<file path="src/rtl/ram_bist_ctrl.sv">
`timescale 1ns/1ps
// RAM write/read-back self-test controller with an inferred single-port synchronous RAM.
// Writes an address-derived pattern over the full depth, reads it back one word per
// cycle, and reports pass/fail, a saturating mismatch count and the first failing address.
module ram_bist_ctrl #(
    parameter int unsigned DATA_W   = 8,
    parameter int unsigned ADDR_W   = 5,
    parameter int unsigned CNT_W    = 16,
    parameter int unsigned INJ_ADDR = 3,
    parameter int unsigned CONT     = 0
) (
    input  logic              clk_50M,
    input  logic              RST_N,
    input  logic              start,
    input  logic [1:0]        mode,
    input  logic              inj_en,
    output logic              busy,
    output logic              done,
    output logic              pass,
    output logic [CNT_W-1:0]  err_cnt,
    output logic [ADDR_W-1:0] first_err_addr,
    output logic [ADDR_W-1:0] address,
    output logic [DATA_W-1:0] wrdata,
    output logic [DATA_W-1:0] rddata,
    output logic              wren,
    output logic              rden
);

    localparam int unsigned       DEPTH     = 1 << ADDR_W;
    localparam logic [ADDR_W-1:0] LAST_ADDR = '1;
    localparam logic [CNT_W-1:0]  CNT_MAX   = '1;

    typedef enum logic [2:0] {
        S_IDLE  = 3'd0,
        S_WRITE = 3'd1,
        S_READ  = 3'd2,
        S_DRAIN = 3'd3,
        S_DONE  = 3'd4
    } state_t;

    state_t              state_q, state_d;
    logic                busy_q, busy_d;
    logic                done_q, done_d;
    logic                pass_q, pass_d;
    logic [CNT_W-1:0]    err_cnt_q, err_cnt_d;
    logic [ADDR_W-1:0]   first_err_q, first_err_d;
    logic [ADDR_W-1:0]   address_q, address_d;
    logic [DATA_W-1:0]   wrdata_q, wrdata_d;
    logic                wren_q, wren_d;
    logic                rden_q, rden_d;
    logic [1:0]          mode_q, mode_d;
    logic                inj_q, inj_d;
    logic                rd_vld_q, rd_vld_d;
    logic [ADDR_W-1:0]   cmp_addr_q, cmp_addr_d;
    logic [DATA_W-1:0]   rddata_q;
    logic                start_run_c;
    logic [1:0]          run_mode_c;
    logic                run_inj_c;

    logic [DATA_W-1:0]   mem [DEPTH];

    // Reference pattern for a given mode and address.
    function automatic logic [DATA_W-1:0] pat_f(input logic [1:0] m, input logic [ADDR_W-1:0] a);
        logic [DATA_W-1:0] a_ext;
        logic [DATA_W-1:0] cb;
        int unsigned       sh;
        a_ext = DATA_W'(a);
        cb    = DATA_W'({DATA_W{2'b01}});
        sh    = 32'(a) % DATA_W;
        case (m)
            2'd0:    pat_f = a_ext;
            2'd1:    pat_f = ~a_ext;
            2'd2:    pat_f = DATA_W'(1) << sh;
            default: pat_f = a[0] ? ~cb : cb;
        endcase
    endfunction

    // Write data: pattern with bit 0 flipped at the injection address when enabled.
    function automatic logic [DATA_W-1:0] wdat_f(input logic [1:0] m, input logic inj,
                                                 input logic [ADDR_W-1:0] a);
        wdat_f = pat_f(m, a) ^ DATA_W'(inj && (a == ADDR_W'(INJ_ADDR)));
    endfunction

    // Next-state, sequencing and read-back compare.
    always_comb begin
        state_d     = state_q;
        busy_d      = busy_q;
        done_d      = done_q;
        pass_d      = pass_q;
        err_cnt_d   = err_cnt_q;
        first_err_d = first_err_q;
        address_d   = address_q;
        wrdata_d    = wrdata_q;
        wren_d      = wren_q;
        rden_d      = rden_q;
        mode_d      = mode_q;
        inj_d       = inj_q;
        rd_vld_d    = rden_q;
        cmp_addr_d  = address_q;
        start_run_c = 1'b0;
        run_mode_c  = mode_q;
        run_inj_c   = inj_q;

        if (rd_vld_q && (rddata_q != pat_f(mode_q, cmp_addr_q))) begin
            if (err_cnt_q == '0) begin
                first_err_d = cmp_addr_q;
            end
            if (err_cnt_q != CNT_MAX) begin
                err_cnt_d = err_cnt_q + CNT_W'(1);
            end
        end

        case (state_q)
            S_IDLE: begin
                start_run_c = start;
            end
            S_WRITE: begin
                if (address_q == LAST_ADDR) begin
                    state_d   = S_READ;
                    wren_d    = 1'b0;
                    rden_d    = 1'b1;
                    address_d = '0;
                    wrdata_d  = '0;
                end else begin
                    address_d = address_q + ADDR_W'(1);
                    wrdata_d  = wdat_f(mode_q, inj_q, address_q + ADDR_W'(1));
                end
            end
            S_READ: begin
                if (address_q == LAST_ADDR) begin
                    state_d   = S_DRAIN;
                    rden_d    = 1'b0;
                    address_d = '0;
                end else begin
                    address_d = address_q + ADDR_W'(1);
                end
            end
            S_DRAIN: begin
                state_d = S_DONE;
                busy_d  = 1'b0;
                done_d  = 1'b1;
                pass_d  = (err_cnt_d == '0);
            end
            S_DONE: begin
                start_run_c = start || (CONT != 0);
            end
            default: begin
                state_d = S_IDLE;
            end
        endcase

        if (start_run_c) begin
            run_mode_c  = start ? mode : mode_q;
            run_inj_c   = start ? inj_en : inj_q;
            state_d     = S_WRITE;
            busy_d      = 1'b1;
            done_d      = 1'b0;
            pass_d      = 1'b0;
            err_cnt_d   = '0;
            first_err_d = '0;
            mode_d      = run_mode_c;
            inj_d       = run_inj_c;
            address_d   = '0;
            wren_d      = 1'b1;
            rden_d      = 1'b0;
            wrdata_d    = wdat_f(run_mode_c, run_inj_c, '0);
        end
    end

    // Controller state and registered outputs.
    always_ff @(posedge clk_50M or negedge RST_N) begin
        if (!RST_N) begin
            state_q     <= S_IDLE;
            busy_q      <= 1'b0;
            done_q      <= 1'b0;
            pass_q      <= 1'b0;
            err_cnt_q   <= '0;
            first_err_q <= '0;
            address_q   <= '0;
            wrdata_q    <= '0;
            wren_q      <= 1'b0;
            rden_q      <= 1'b0;
            mode_q      <= '0;
            inj_q       <= 1'b0;
            rd_vld_q    <= 1'b0;
            cmp_addr_q  <= '0;
        end else begin
            state_q     <= state_d;
            busy_q      <= busy_d;
            done_q      <= done_d;
            pass_q      <= pass_d;
            err_cnt_q   <= err_cnt_d;
            first_err_q <= first_err_d;
            address_q   <= address_d;
            wrdata_q    <= wrdata_d;
            wren_q      <= wren_d;
            rden_q      <= rden_d;
            mode_q      <= mode_d;
            inj_q       <= inj_d;
            rd_vld_q    <= rd_vld_d;
            cmp_addr_q  <= cmp_addr_d;
        end
    end

    // RAM array write port; contents survive reset.
    always_ff @(posedge clk_50M) begin
        if (wren_q) begin
            mem[address_q] <= wrdata_q;
        end
    end

    // RAM read register; q valid the cycle after rden.
    always_ff @(posedge clk_50M or negedge RST_N) begin
        if (!RST_N) begin
            rddata_q <= '0;
        end else if (rden_q) begin
            rddata_q <= mem[address_q];
        end
    end

    assign busy           = busy_q;
    assign done           = done_q;
    assign pass           = pass_q;
    assign err_cnt        = err_cnt_q;
    assign first_err_addr = first_err_q;
    assign address        = address_q;
    assign wrdata         = wrdata_q;
    assign rddata         = rddata_q;
    assign wren           = wren_q;
    assign rden           = rden_q;

endmodule

</file>
<file path="config.mk">
export PLATFORM = sky130hd
export DESIGN_NAME = ram_bist_ctrl
export DESIGN_NICKNAME = d
export VERILOG_FILES = /design/src/rtl/ram_bist_ctrl.sv
export SDC_FILE = /design/constraint.sdc
export NUM_CORES = 1
export LEC_CHECK = 0
export CAP_MARGIN = 20
export CELL_PAD_IN_SITES_DETAIL_PLACEMENT = 2
export CELL_PAD_IN_SITES_GLOBAL_PLACEMENT = 2
export CORE_MARGIN = 1.5
export CORE_UTILIZATION = 49
export DETAILED_ROUTE_END_ITERATION = 6
export PLACE_DENSITY = 0.82
export SYNTH_ARGS = -nofsm -noshare
export SYNTH_HDL_FRONTEND = slang
export SYNTH_SLANG_ARGS = --single-unit
</file>
<file path="constraint.sdc">
create_clock -name clk_50M -period 8.4 [get_ports clk_50M]
set_clock_uncertainty 0.2 [all_clocks]
set_input_delay 2.1 -clock clk_50M [delete_from_list [all_inputs] [get_ports clk_50M]]
set_output_delay 2.1 -clock clk_50M [all_outputs]
set_load 0.005 [all_outputs]
</file>
==> flow_summary.html <==
<table>
<tr><th>Metric</th><th>Value</th></tr>
<tr><th colspan="2">Place</th></tr>
<tr><td>Port Buf Inserts</td><td>52</td></tr>
<tr><td>Routability Congestion</td><td>0.8361</td></tr>
<tr><td>DPL Wire Length</td><td>24.10 mm</td></tr>
<tr><th colspan="2">Global routing</th></tr>
<tr><td>Via count of the first global-routing pass</td><td>8785</td></tr>
<tr><td>Number of antenna violations at the first check in global routing</td><td>0</td></tr>
<tr><td>Total routing resource utilization after global routing</td><td>28.03%</td></tr>
<tr><td>Remaining global-route overflow</td><td>0</td></tr>
<tr><td>Wire length of the first global-routing pass</td><td>57.36 mm</td></tr>
<tr><td>Largest net degree at the start of global routing</td><td>60</td></tr>
<tr><th colspan="2">CTS</th></tr>
<tr><td>Root buffer cell</td><td>sky130_fd_sc_hd__clkbuf_16</td></tr>
<tr><td>Insertion delay to the later sink of the worst-skew pair</td><td>0.52 ns</td></tr>
<tr><td>Cells resized by post-CTS repair</td><td>0</td></tr>
<tr><td>Cts-stage hold buffer count</td><td>0</td></tr>
<tr><td>Clock tree from TritonCTS</td><td>done</td></tr>
<tr><td>TritonCTS Sinks</td><td>315</td></tr>
<tr><td>Clk buf depth</td><td>3</td></tr>
<tr><td>Reg clk slew, reported paths</td><td>0.06 ns</td></tr>
<tr><td>Post-CTS Setup Inserts</td><td>0</td></tr>
<tr><td>H-tree levels</td><td>2</td></tr>
<tr><td>Number of buffers created by CTS</td><td>36</td></tr>
<tr><th colspan="2">Setup path</th></tr>
<tr><td>Slowest Stage Delay on Critical Path</td><td>0.95 ns</td></tr>
<tr><td>Worst Path Buf+Inv</td><td>1</td></tr>
<tr><td>Cell at the slowest stage of the critical path</td><td>sky130_fd_sc_hd__dfrtp_2</td></tr>
<tr><td>Crit-path cells</td><td>clkdlybuf4s50_1</td></tr>
<tr><td>Critical path class</td><td>flop to output pin</td></tr>
<tr><td>Family with the most delay on the worst path</td><td>flip-flops</td></tr>
<tr><td>CP startpoint kind</td><td>flop</td></tr>
<tr><td>Worst setup EP type</td><td>output pin</td></tr>
<tr><td>Crit path required time</td><td>6.10 ns</td></tr>
<tr><td>Arrival time of the worst setup path</td><td>2.14 ns</td></tr>
<tr><td>Worst-path fanout max</td><td>34</td></tr>
<tr><th colspan="2">Drt</th></tr>
<tr><td>First-pass iteration count of the detailed router</td><td>5</td></tr>
<tr><td>Total length of routed wires</td><td>38.29 mm</td></tr>
<tr><td>Via count normalized by instance count</td><td>6.252</td></tr>
<tr><td>Number of DRC markers after the initial detailed-route iteration</td><td>527</td></tr>
<tr><td>WL/cell</td><td>30.39 um</td></tr>
<tr><td>DRC</td><td>0</td></tr>
<tr><td>Antenna viol nets, final</td><td>0</td></tr>
<tr><td>Number of vias after detailed routing</td><td>7878</td></tr>
<tr><th colspan="2">Floorplan</th></tr>
<tr><td>Top-level port count</td><td>53</td></tr>
<tr><td>Floorplan die area</td><td>28040 um^2</td></tr>
<tr><td>Horizontal die dimension</td><td>167.4 um</td></tr>
<tr><td>Number of placement rows</td><td>60</td></tr>
<tr><td>Effective utilization at floorplan</td><td>49.58%</td></tr>
<tr><td>Height of the die</td><td>167.4 um</td></tr>
<tr><td>Core footprint</td><td>26730 um^2</td></tr>
<tr><th colspan="2">Cells and area</th></tr>
<tr><td>Final antenna diode count</td><td>0</td></tr>
<tr><td>Area overhead of the layout relative to synthesis</td><td>15.55%</td></tr>
<tr><td>Proportion of layout cells with a drive suffix above 1</td><td>16.87%</td></tr>
<tr><td>Fill cell count</td><td>2295</td></tr>
<tr><td>Most used cells in the layout excluding fill and tap cells</td><td>sky130_fd_sc_hd__edfxtp_1 (256), sky130_fd_sc_hd__nor2_1 (76), sky130_fd_sc_hd__mux4_2 (65)</td></tr>
<tr><td>Final net count</td><td>907</td></tr>
<tr><td>Most frequent standard cell in the layout excluding fill and tap cells</td><td>sky130_fd_sc_hd__edfxtp_1</td></tr>
<tr><th colspan="2">Power</th></tr>
<tr><td>Peak supply drop</td><td>250.5 uV</td></tr>
<tr><td>Leakage power total</td><td>5.257 nW</td></tr>
<tr><td>Pwr Density</td><td>377.2 nW/um^2</td></tr>
<tr><td>Total Power Consumption</td><td>5.776 mW</td></tr>
<tr><th colspan="2">Synth</th></tr>
<tr><td>Part of the Yosys area used for sequential elements</td><td>69.16%</td></tr>
<tr><td>Asr flop ratio synth</td><td>18.73%</td></tr>
<tr><td>Yosys warning count</td><td>0</td></tr>
<tr><td>Post-synthesis instance area</td><td>13250 um^2</td></tr>
<tr><td>Net count of the mapped netlist</td><td>845</td></tr>
<tr><td>Yosys reg bits</td><td>315</td></tr>
<tr><td>Predominant post-synthesis flop cell</td><td>sky130_fd_sc_hd__edfxtp_1</td></tr>
<tr><td>Number of enable flip-flop cells after synthesis</td><td>256</td></tr>
<tr><td>Count of cell types in the netlist</td><td>60</td></tr>
<tr><td>Average instance area after synthesis</td><td>15.94 um^2</td></tr>
<tr><td>Cells after Synth</td><td>831</td></tr>
<tr><th colspan="2">Timing</th></tr>
<tr><td>Pins Over Slew Limit</td><td>0</td></tr>
<tr><td>Setup repair after global routing missed its margin</td><td>false</td></tr>
<tr><td>Worst-case hold slack</td><td>0.2922 ns</td></tr>
<tr><td>Sum of negative setup slack</td><td>0 ns</td></tr>
<tr><td>Slew headroom</td><td>32.71%</td></tr>
<tr><td>Portion of the clock cycle consumed by the worst path in the final layout</td><td>52.86%</td></tr>
<tr><td>Maximum clock frequency</td><td>225.2 MHz</td></tr>
<tr><td>Final count of negative-setup-slack endpoints</td><td>0</td></tr>
<tr><td>Number of failing hold endpoints at the final stage</td><td>0</td></tr>
<tr><td>Transition time of the tightest slew-check pin</td><td>1.006 ns</td></tr>
<tr><td>Final critical delay including setup and external delays</td><td>4.440 ns</td></tr>
<tr><th colspan="2">Run</th></tr>
<tr><td>Max-capacitance violation count</td><td>0</td></tr>
<tr><th colspan="2">Run status</th></tr>
<tr><td>Outcome</td><td>complete, no violations</td></tr>
<tr><th colspan="2">Min path</th></tr>
<tr><td>Worst min-delay path class</td><td>flop to flop</td></tr>
</table>
==> final timing paths <==
kind,endpoint,start,depth (start not counted),slack (ns)
setup / recovery,address[1],address[1],1,3.96
min in group asynchronous,state_q[2],RST_N,2,1.55
hold / removal,done,done,2,0.29
hold reg to reg,done,done,2,0.29
setup reg to reg,wrdata[0],address[0],9,4.40
max in group asynchronous,address[0],RST_N,2,5.86
==> cell type report <==
class	instances	area, um^2	share of cell area, %
clock buffer	41	949.7	6.203
timing repair buffer	66	660.6	4.315
clock inverter	23	214.0	1.397
tap	341	426.7	2.787
multi-input combinational	450	3801	24.83
sequential	315	9169	59.88
inverter	24	90.09	0.5884
==> stage by stage <==
step	worst slack (ns)	utilization, %	cell area, um^2	instances
floorplan	5.130	-	13250	831
global placement	4.436	52.73	14090	1194
detailed placement	4.193	52.73	14090	1194
CTS	3.664	57.08	15260	1258
global route	3.890	57.29	15310	1260
finish	3.960	57.29	15310	1260
==> state kept, by name (all words and copies together), names as in the netlist <==
register,flops
mode_q,2
first_err_addr,5
rddata,8
wren,1
pass,1
err_cnt,16
busy,1
cmp_addr_q,5
wrdata,8
done,1
rden,1
address,5
inj_q,1
rd_vld_q,1
state_q,3
mem,256
==> synth_stat cells, types with 3 or more instances <==
cell type                    n  share of area, %
sky130_fd_sc_hd__edfxtp_1  256                58
sky130_fd_sc_hd__nor2_1     77               2.2
sky130_fd_sc_hd__mux4_2     65                11
sky130_fd_sc_hd__dfrtp_1    59                11
sky130_fd_sc_hd__nand2_1    46               1.3
sky130_fd_sc_hd__a21oi_1    28               1.1
sky130_fd_sc_hd__clkbuf_1   25              0.71
sky130_fd_sc_hd__inv_1      24              0.68
sky130_fd_sc_hd__nand3_1    24              0.91
sky130_fd_sc_hd__xor2_1     23               1.5
sky130_fd_sc_hd__nand2b_1   12              0.57
sky130_fd_sc_hd__mux2i_1    11              0.83
sky130_fd_sc_hd__nor2b_1    11              0.52
sky130_fd_sc_hd__o21ai_0    11              0.42
sky130_fd_sc_hd__o22ai_1    11              0.52
sky130_fd_sc_hd__nor3_1      9              0.34
sky130_fd_sc_hd__a31oi_1     8              0.38
sky130_fd_sc_hd__and3_1      8              0.38
sky130_fd_sc_hd__ha_1        8              0.76
sky130_fd_sc_hd__a211oi_1    7              0.40
sky130_fd_sc_hd__a221oi_1    7              0.46
sky130_fd_sc_hd__and4_1      7              0.46
sky130_fd_sc_hd__buf_1       7              0.20
sky130_fd_sc_hd__xnor2_1     7              0.46
sky130_fd_sc_hd__nor4_1      6              0.28
sky130_fd_sc_hd__or3_1       6              0.28
sky130_fd_sc_hd__buf_2       5              0.19
sky130_fd_sc_hd__o221ai_1    5              0.33
sky130_fd_sc_hd__o22a_1      5              0.33
sky130_fd_sc_hd__buf_6       4              0.34
sky130_fd_sc_hd__nand4_1     4              0.19
sky130_fd_sc_hd__a211o_1     3              0.20
sky130_fd_sc_hd__a221o_1     3              0.23
sky130_fd_sc_hd__and2_1      3              0.14
sky130_fd_sc_hd__nand3b_1    3              0.17
sky130_fd_sc_hd__or2_2       3              0.14
==> logic make-up after synthesis <==
kind of cell / count (synthesis) / share of synthesized area (%)
compound gates: 104 / 5.279
fa+ha+maj: 8 / 0.7555
xor+xnor: 30 / 1.983
simple gates: 231 / 8.688
buf+inv: 66 / 2.172
mux: 77 / 11.96
flops: 315 / 69.16
==> metal layers <==
| metal | part of all wire (%) | vias up | global-route usage, % |
|---|---|---|---|
| met5 | 0 | - | 0 |
| met4 | 4.0 | 0 | 11.20 |
| met3 | 4.0 | 82 | 3.120 |
| met2 | 52 | 266 | 48.97 |
| met1 | 41 | 4182 | 36.09 |
| li1 | - | 3348 | - |
==> worst min-delay path: stages (launching register included) <==
cell	delay (ns)
sky130_fd_sc_hd__dfrtp_1	0.35
sky130_fd_sc_hd__nand2_1	0.05
sky130_fd_sc_hd__nand2_1	0.06
==> where the power goes <==
part	total (mW)	internal [mW]	switching [mW]
clock	1.53	0.909	0.626
combinational	1.91	0.811	1.10
sequential	2.33	2.03	0.301
total	5.78	3.75	2.03
Power figures use the tool's default switching activity.
